$ cat src/rtl/gfx_mem_arbiter.sv
// gfx_mem_arbiter: round-robin arbiter sharing one pipelined video-memory read port
// among the sprite, BG0, BG1 and overlay clients; CPU busy cycles block issue.
module gfx_mem_arbiter #(
    parameter int ADDR_BITS   = 16,
    parameter int DATA_BITS   = 16,
    parameter int MEM_LATENCY = 2
) (
    input  logic                   clk,
    input  logic                   rst_n,
    input  logic [4*ADDR_BITS-1:0] client_address_i,
    input  logic [3:0]             client_rvalid_i,
    output logic [4*DATA_BITS-1:0] client_data_o,
    output logic [3:0]             client_rready_o,
    output logic [ADDR_BITS-1:0]   mem_address_o,
    output logic                   mem_ren_o,
    input  logic                   mem_busy_i,
    input  logic [DATA_BITS-1:0]   mem_data_i
);
    logic [1:0]             ptr_q, ptr_d, gnt;
    logic [MEM_LATENCY-1:0] vld_q;
    logic [1:0]             tag_q [MEM_LATENCY];
    logic [3:0]             rready_q, rready_d, pend, elig;
    logic [4*DATA_BITS-1:0] data_q, data_d;
    logic                   found;

    // A client stays blocked while any read for it is in flight and during its rready cycle
    always_comb begin
        pend = '0;
        for (int s = 0; s < MEM_LATENCY; s++)
            if (vld_q[s]) pend[tag_q[s]] = 1'b1;
    end

    assign elig = client_rvalid_i & ~pend & ~rready_q;

    always_comb begin
        found = 1'b0;
        gnt   = ptr_q;
        for (int k = 0; k < 4; k++) begin
            if (!found && elig[ptr_q + 2'(k)]) begin
                found = 1'b1;
                gnt   = ptr_q + 2'(k);
            end
        end
    end

    assign mem_ren_o     = found & ~mem_busy_i & rst_n;
    assign mem_address_o = mem_ren_o ? client_address_i[gnt*ADDR_BITS +: ADDR_BITS] : '0;
    assign ptr_d         = mem_ren_o ? gnt + 2'd1 : ptr_q;

    always_comb begin
        rready_d = '0;
        data_d   = data_q;
        if (vld_q[MEM_LATENCY-1]) begin
            rready_d[tag_q[MEM_LATENCY-1]] = 1'b1;
            data_d[tag_q[MEM_LATENCY-1]*DATA_BITS +: DATA_BITS] = mem_data_i;
        end
    end

    always_ff @(posedge clk or negedge rst_n) begin
        if (!rst_n) begin
            ptr_q    <= '0;
            vld_q    <= '0;
            rready_q <= '0;
            data_q   <= '0;
            for (int s = 0; s < MEM_LATENCY; s++)
                tag_q[s] <= '0;
        end else begin
            ptr_q    <= ptr_d;
            rready_q <= rready_d;
            data_q   <= data_d;
            vld_q[0] <= mem_ren_o;
            tag_q[0] <= gnt;
            for (int s = 1; s < MEM_LATENCY; s++) begin
                vld_q[s] <= vld_q[s-1];
                tag_q[s] <= tag_q[s-1];
            end
        end
    end

    assign client_rready_o = rready_q;
    assign client_data_o   = data_q;
endmodule

$ cat config.mk
export PLATFORM = sky130hd
export DESIGN_NAME = gfx_mem_arbiter
export DESIGN_NICKNAME = d
export VERILOG_FILES = /design/src/rtl/gfx_mem_arbiter.sv
export SDC_FILE = /design/constraint.sdc
export NUM_CORES = 1
export LEC_CHECK = 0
export ABC_AREA = 1
export BUFFER_PORTS_ARGS = -buffer_cell sky130_fd_sc_hd__buf_2
export CORE_AREA = 8 8 119 121
export CTS_BUF_LIST = sky130_fd_sc_hd__clkbuf_4
export DETAILED_ROUTE_END_ITERATION = 8
export DIE_AREA = 0 0 127 129
export MAX_ROUTING_LAYER = met4
export PLACE_DENSITY = 0.65
export SYNTH_ARGS = -nofsm -noshare
export SYNTH_HDL_FRONTEND = slang
export SYNTH_SLANG_ARGS = --single-unit
$ cat constraint.sdc
create_clock -name clk -period 4 [get_ports clk]
set_clock_uncertainty 0.15 [all_clocks]
set_input_delay 0.2 -clock clk [delete_from_list [all_inputs] [get_ports clk]]
set_output_delay 0.2 -clock clk [all_outputs]
set_load 0.01 [all_outputs]
Word level (Yosys, flattened, before mapping)
Index checks and enable logic that the tools add are counted.
{"block": "totals", "ff_bits": 76, "in_bits": 87, "out_inout_bits": 85, "elab_cells": 62}
{"block": "op_classes", "add_sub_neg": 5, "magnitude_cmp": 8, "shifts": 3, "n_mux": 24, "bitwise": 8, "reduce_logical": 8}
{"op": "$bwmux W64", "count": 1}
{"op": "$shift A16 B34 Y64 const A", "count": 1}
{"op": "$shiftx A16 B34 Y64", "count": 1}
{"op": "$shiftx A64 B7 Y16", "count": 1}
{"op": "$neg A6 Y34", "count": 1}
{"op": "$lt A2 B3 Y1 const B", "count": 6}
{"op": "$mux W16", "count": 1}
{"op": "$mux W4", "count": 3}
{"op": "$mux W1", "count": 10}
{"op": "$and A4 B4 Y4", "count": 2}
{"op": "$bmux W1 S2", "count": 4}
{"op": "$not A4 Y4", "count": 2}
{"op": "$mux W2", "count": 3}
{"op": "$logic_and A1 B1 Y1", "count": 5}
{"op": "$add A2 B1 Y2 const B", "count": 2}
{"op": "$add A2 B2 Y2 const B", "count": 2}
{"op": "$demux W1 S2", "count": 2}
{"op": "$ge A2 B1 Y1 const B", "count": 2}
{"op": "$or A4 B4 Y4", "count": 1}
{"op": "$logic_not A1 Y1", "count": 3}
{"op": "$and A1 B1 Y1", "count": 2}
{"op": "$not A1 Y1", "count": 1}

Logic depth before layout (Yosys ltp)
{"block": "logic_depth", "ltp_word": 25, "mapped_depth": 21, "ltp_nobuf": 18}

Worst setup path after synthesis
No wires, ideal clock.
{"block": "synth_timing", "path_kind": "reg-to-output", "startpoint": "register tag_q[0] (netlist name)", "endpoint": "output port mem_address_o[4]", "t_arrival_ns": 2.756, "required_time_ns": 3.650, "slack_ns": 0.894, "stages_incl_launch_ff": 21, "path_cell_list": "dfrtp_1 clkbuf_1 buf_1 inv_1 ha_1 nand2_4 inv_2 nor2_4 nand3_2 nand2_1 nand2_1 nand2_1 nor2_8 nand3_4 nand2_4 nand2_4 buf_4 nand2_1 nand2_1 nand2_1 a21oi_1"}
{"block": "synth_between", "elab_chain_cells": 24, "elab_cells_between_ends": 35, "classes_between": "2 x order compare; 1 x shift; 19 x mux; 6 x bitwise; 7 x reduce/logical"}
{"element": "start: declaration", "line": "21", "rtl": "logic [1:0] tag_q [MEM_LATENCY];"}
{"element": "start signal: indexed assignment", "line": "75", "rtl": "tag_q[s] <= tag_q[s-1];"}
{"element": "$lt A2 B3 Y1 (implied by the code) or $ge A2 B1 Y1 (tied branches)", "line": "30", "rtl": "if (vld_q[s]) pend[tag_q[s]] = 1'b1;"}
{"element": "$logic_and A1 B1 Y1 (implied by the code)", "line": "30"}
{"element": "$mux W1 (implied by the code)", "line": "30"}
{"element": "$demux W1 S2 (*)", "line": "30"}
{"element": "$or A4 B4 Y4 (no source line) (*)"}
{"element": "$mux W4 (*)", "line": "30"}
{"element": "$not A4 Y4 (*)", "line": "33", "rtl": "assign elig = client_rvalid_i & ~pend & ~rready_q;"}
{"element": "$and A4 B4 Y4 (*) (2 in a row)", "line": "33"}
{"element": "branches (longest 14 deep; another with $bmux W1 S2)"}
{"element": "$mux W16 (*)", "line": "47", "rtl": "assign mem_address_o = mem_ren_o ? client_address_i[gnt*ADDR_BITS +: ADDR_BITS] : '0;"}
{"element": "end: declaration", "line": "14", "rtl": "output logic [ADDR_BITS-1:0] mem_address_o,"}
Every way passes the cells marked *. The select of a mux whose other input is x is not followed.

Final worst setup path
{"block": "layout_timing", "startpoint": "register tag_q[0] (netlist name)", "endpoint": "output port mem_address_o[7]"}
The elaborated chain is that of the path after synthesis.

==> results.cfg <==
[global_route]
gr-usage-all-layers = 0.169
grt_pass1_wl_um = 21600
grt_remaining_overflow = 0
grt_start_max_net_pins = 77
first_global_vias = 4316
antenna_found_initial = 1

[clock_tree]
clock_sinks = 76
cts-buffers-inserted = 9
clock-root-buffer = clkbuf_4
clock_tree.buffer_depth = 2
cts_tree = built
clk-insertion-delay-late_ns = 0.41
number_of_h_tree_levels = 3
clk_pin_slew_ns = 0.11

[sta]
timing.final.hold_violations = 0
finalSetupTns_ns = 0
clock_period_minus_final_worst_setup_slack_ns = 3.63
period_share = 0.908
final-setup-viol-count = 0
timing.max_slew.rel_slack = 0.371
worst_pin_slew_ns = 0.943
fmaxAchievable_mhz = 275
slew_violations = 0

[job]
max_cap_violations = 0

[power_and_ir_drop]
total_switching_power_w = 0.00244
power.ir.vdd_worst_mv = 0.607
total_leakage_power_nw = 3.04
fin_total_pwr_w = 0.00459
power_frac_clock = 0.085
power.switching_fraction = 0.533
internal_power_w = 0.00215
power.combinational.fraction = 0.639
powerDensity_nw_per_um2 = 848
portion_of_total_power_attributed_to_sequential_cells = 0.276

[yosys]
syn-mean-instance-area_um2 = 7.72
synth.distinct_cells = 28
synth_enable_flop_cells = 0
synth_largest_type_area_fraction = 0.454
async_flop_share = 1.00
synth.most_common_cell = nand2_1
most_used_dff_post_synth = dfrtp_1
synth.yosys.seq_area_share = 0.454
postSynthNetCount = 638
ys_seq_elements = 76
synth_commonest_cells = 208 x nand2_1, 76 x dfrtp_1, 68 x nand3_1
synth_area_um2 = 4190
syn-instance-count = 543
ys_warns = 0
synth_area_leader_cell = dfrtp_1
synthTopCellsByArea = dfrtp_1 45%, nand2_1 19%, nand3_1 8.1%, o21ai_0 7.5%, inv_1 3.2%

[place]
final_estimated_routing_congestion_in_global_placement = 0.838
io_buffer_count = 171
place.detailed.instances = 838
post-dp-hpwl_um = 10200

[worst_hold_path]
min_delay_path_depth = 5
worstHoldPathType = input pin to flip-flop
min_to = ptr_q[0]
hold_path.startpoint = mem_busy_i

[worst_setup_path]
crit-reg2reg-capture = ptr_q[1]
timing.reg2reg.setup_slack_ns = 1.10
timing.critical_path.to_type = output port
critPathRequiredTime_ns = 3.65
timing.rr.start = tag_q[0]
cp_slowest_cell = dfrtp_1
most_numerous_cell_on_the_critical_path = nand2_1
setup.worst_path.start_class = flip-flop
r2r_cells = 15
series_of_cell_instances_along_the_critical_path = inv_1 -> ha_1 -> nand2_4 -> inv_2 -> nor2_4 -> nand2_1 -> nand2_1 -> nand3_1 -> nand2_1 -> nand3_4 -> a21oi_4 -> nand2_1 -> a21oi_2 -> buf_2
largest_delay_share_family_worst_path = simple AND/OR/NAND/NOR gates
worstPathArrival_ns = 3.28
criticalPathCategory = flip-flop to output port
cp.buffers_inverters = 3
worst_path_max_stage_delay_ns = 0.52
cp_max_fo = 18

[floorplanning]
placement_rows = 41
die_area_um2 = 16400
height_of_the_die_um = 129
floorplan.io_pins = 172
floorplan.core_area_um2 = 12300
start_util = 0.341
floorplan.die.width_um = 127

[final_layout]
core_utilization_of_the_finished_layout = 0.440
syn2layout_area_growth_pct = 29.2
instances_no_fill = 875
layout-drive-gt1-share = 0.307
finalNetCount = 814
nFillCells = 1264

[detailed_routing]
routed_via_density = 4.83
detailedRoute.firstIterationViolations = 267
wl_per_cell_um = 15.5
route.final.wire_length_um = 13600
drc = 0
vias = 4229
postRouteAntennaNets = 0
drt_pre_antenna_iters = 5

[outcome]
status = complete, no violations
[sequential cells by signal, summed over array words and instances, names as in the netlist]
| register | cells |
|---|---|
| vld_q | 2 |
| client_rready_o | 4 |
| ptr_q | 2 |
| tag_q | 4 |
| client_data_o | 64 |
[power by group through the flow]
stage / Sequential (W) / Combinational, W / Clock [W]
after floorplan: 0.00135 / 0.00215 / 0
after global placement: 0.00127 / 0.00283 / 0
after detailed placement: 0.00128 / 0.00284 / 0
after CTS: 0.00126 / 0.00287 / 0.000403
after global routing: 0.00130 / 0.00332 / 0.000436
final: 0.00127 / 0.00293 / 0.000389
[metrics by stage]
step | setup WS, ns | instance area, um^2 | hold slack, ns
global route | -0.0112 | 5420 | 0.284
finish | 0.370 | 5420 | 0.225
detailed placement | 0.492 | 5090 | 0.281
global placement | 0.563 | 5090 | 0.291
CTS | 0.0198 | 5370 | 0.222
floorplan | 0.894 | 4190 | -0.246
[worst min-delay path, stage by stage]
cell and delay (ns):
buf_2 0.09, nor2_1 0.05, o21ai_2 0.05, buf_4 0.26, a21oi_1 0.11
[cells by family (layout without fill, tap and decap cells)]
logic type	after synthesis	in the layout	synth area share
XOR/XNOR	1	1	0.00657
buffers and inverters	68	248	0.0773
AND/OR/NAND/NOR	307	308	0.329
flip-flops	76	76	0.454
other	0	1	0
AO/OA/AOI/OAI	83	83	0.110
adder cells (fa/ha/maj)	8	8	0.0239
[placed cells by master, fill, tap and decap left out]
master         count
nand2_1          208
buf_2            170
dfrtp_1           76
nand3_1           68
o21ai_0           63
inv_1             36
dlygate4sd3_1     17
nor2_1             9
a21oi_1            9
clkbuf_4           9
a21oi_2            8
ha_1               8
buf_4              6
nand2_2            4
nand4_1            4
nand2_4            3
inv_2              3
nand3_2            3
nor2_4             2
nand2_8            2
clkinv_1           2
clkinv_2           2
diode_2            1
xnor2_4            1
nand3b_1           1
nor2_8             1
nand3_4            1
a21oi_4            1
nand4_4            1
o21ai_2            1
o31ai_1            1
inv_6              1
clkinv_4           1
clkinvlp_4         1
nand4_2            1
[layout make-up]
type,count,area [um^2],share of cell area
flip-flops and latches,76,1900,0.351
inverters,39,146,0.0270
clock buffers,9,67.6,0.0125
multi-input cells,400,2000,0.369
well taps,150,188,0.0347
diodes,1,2.50,0.000462
repair buffers,193,1070,0.197
clock inverters,7,42.5,0.00786
[metal layers]
metal	vias up	wire, um	track usage
met2	164	6340	0.269
met4	0	291	0.0679
met5	-	0	-
met1	1940	5970	0.204
met3	21	981	0.0405
li1	2104	-	-
[what timing repair did]
item                                   in CTS  in global routing
endpoints found under the hold margin     140                  0
setup endpoints to repair                   0                 16
hold buffers                               17                  0
buffers inserted                            0                  2
gates resized for setup                     0                  2
[worst max path at each step]
stage	start	end	depth (start not counted)
final	tag_q[0]	mem_address_o[7]	14
after global routing	tag_q[0]	mem_address_o[14]	18
after CTS	tag_q[0]	mem_address_o[2]	16
after detailed placement	tag_q[0]	mem_address_o[2]	16
after global placement	tag_q[0]	mem_address_o[3]	16
after floorplan	tag_q[0]	mem_address_o[4]	20
(Power assumes the default switching activity.)
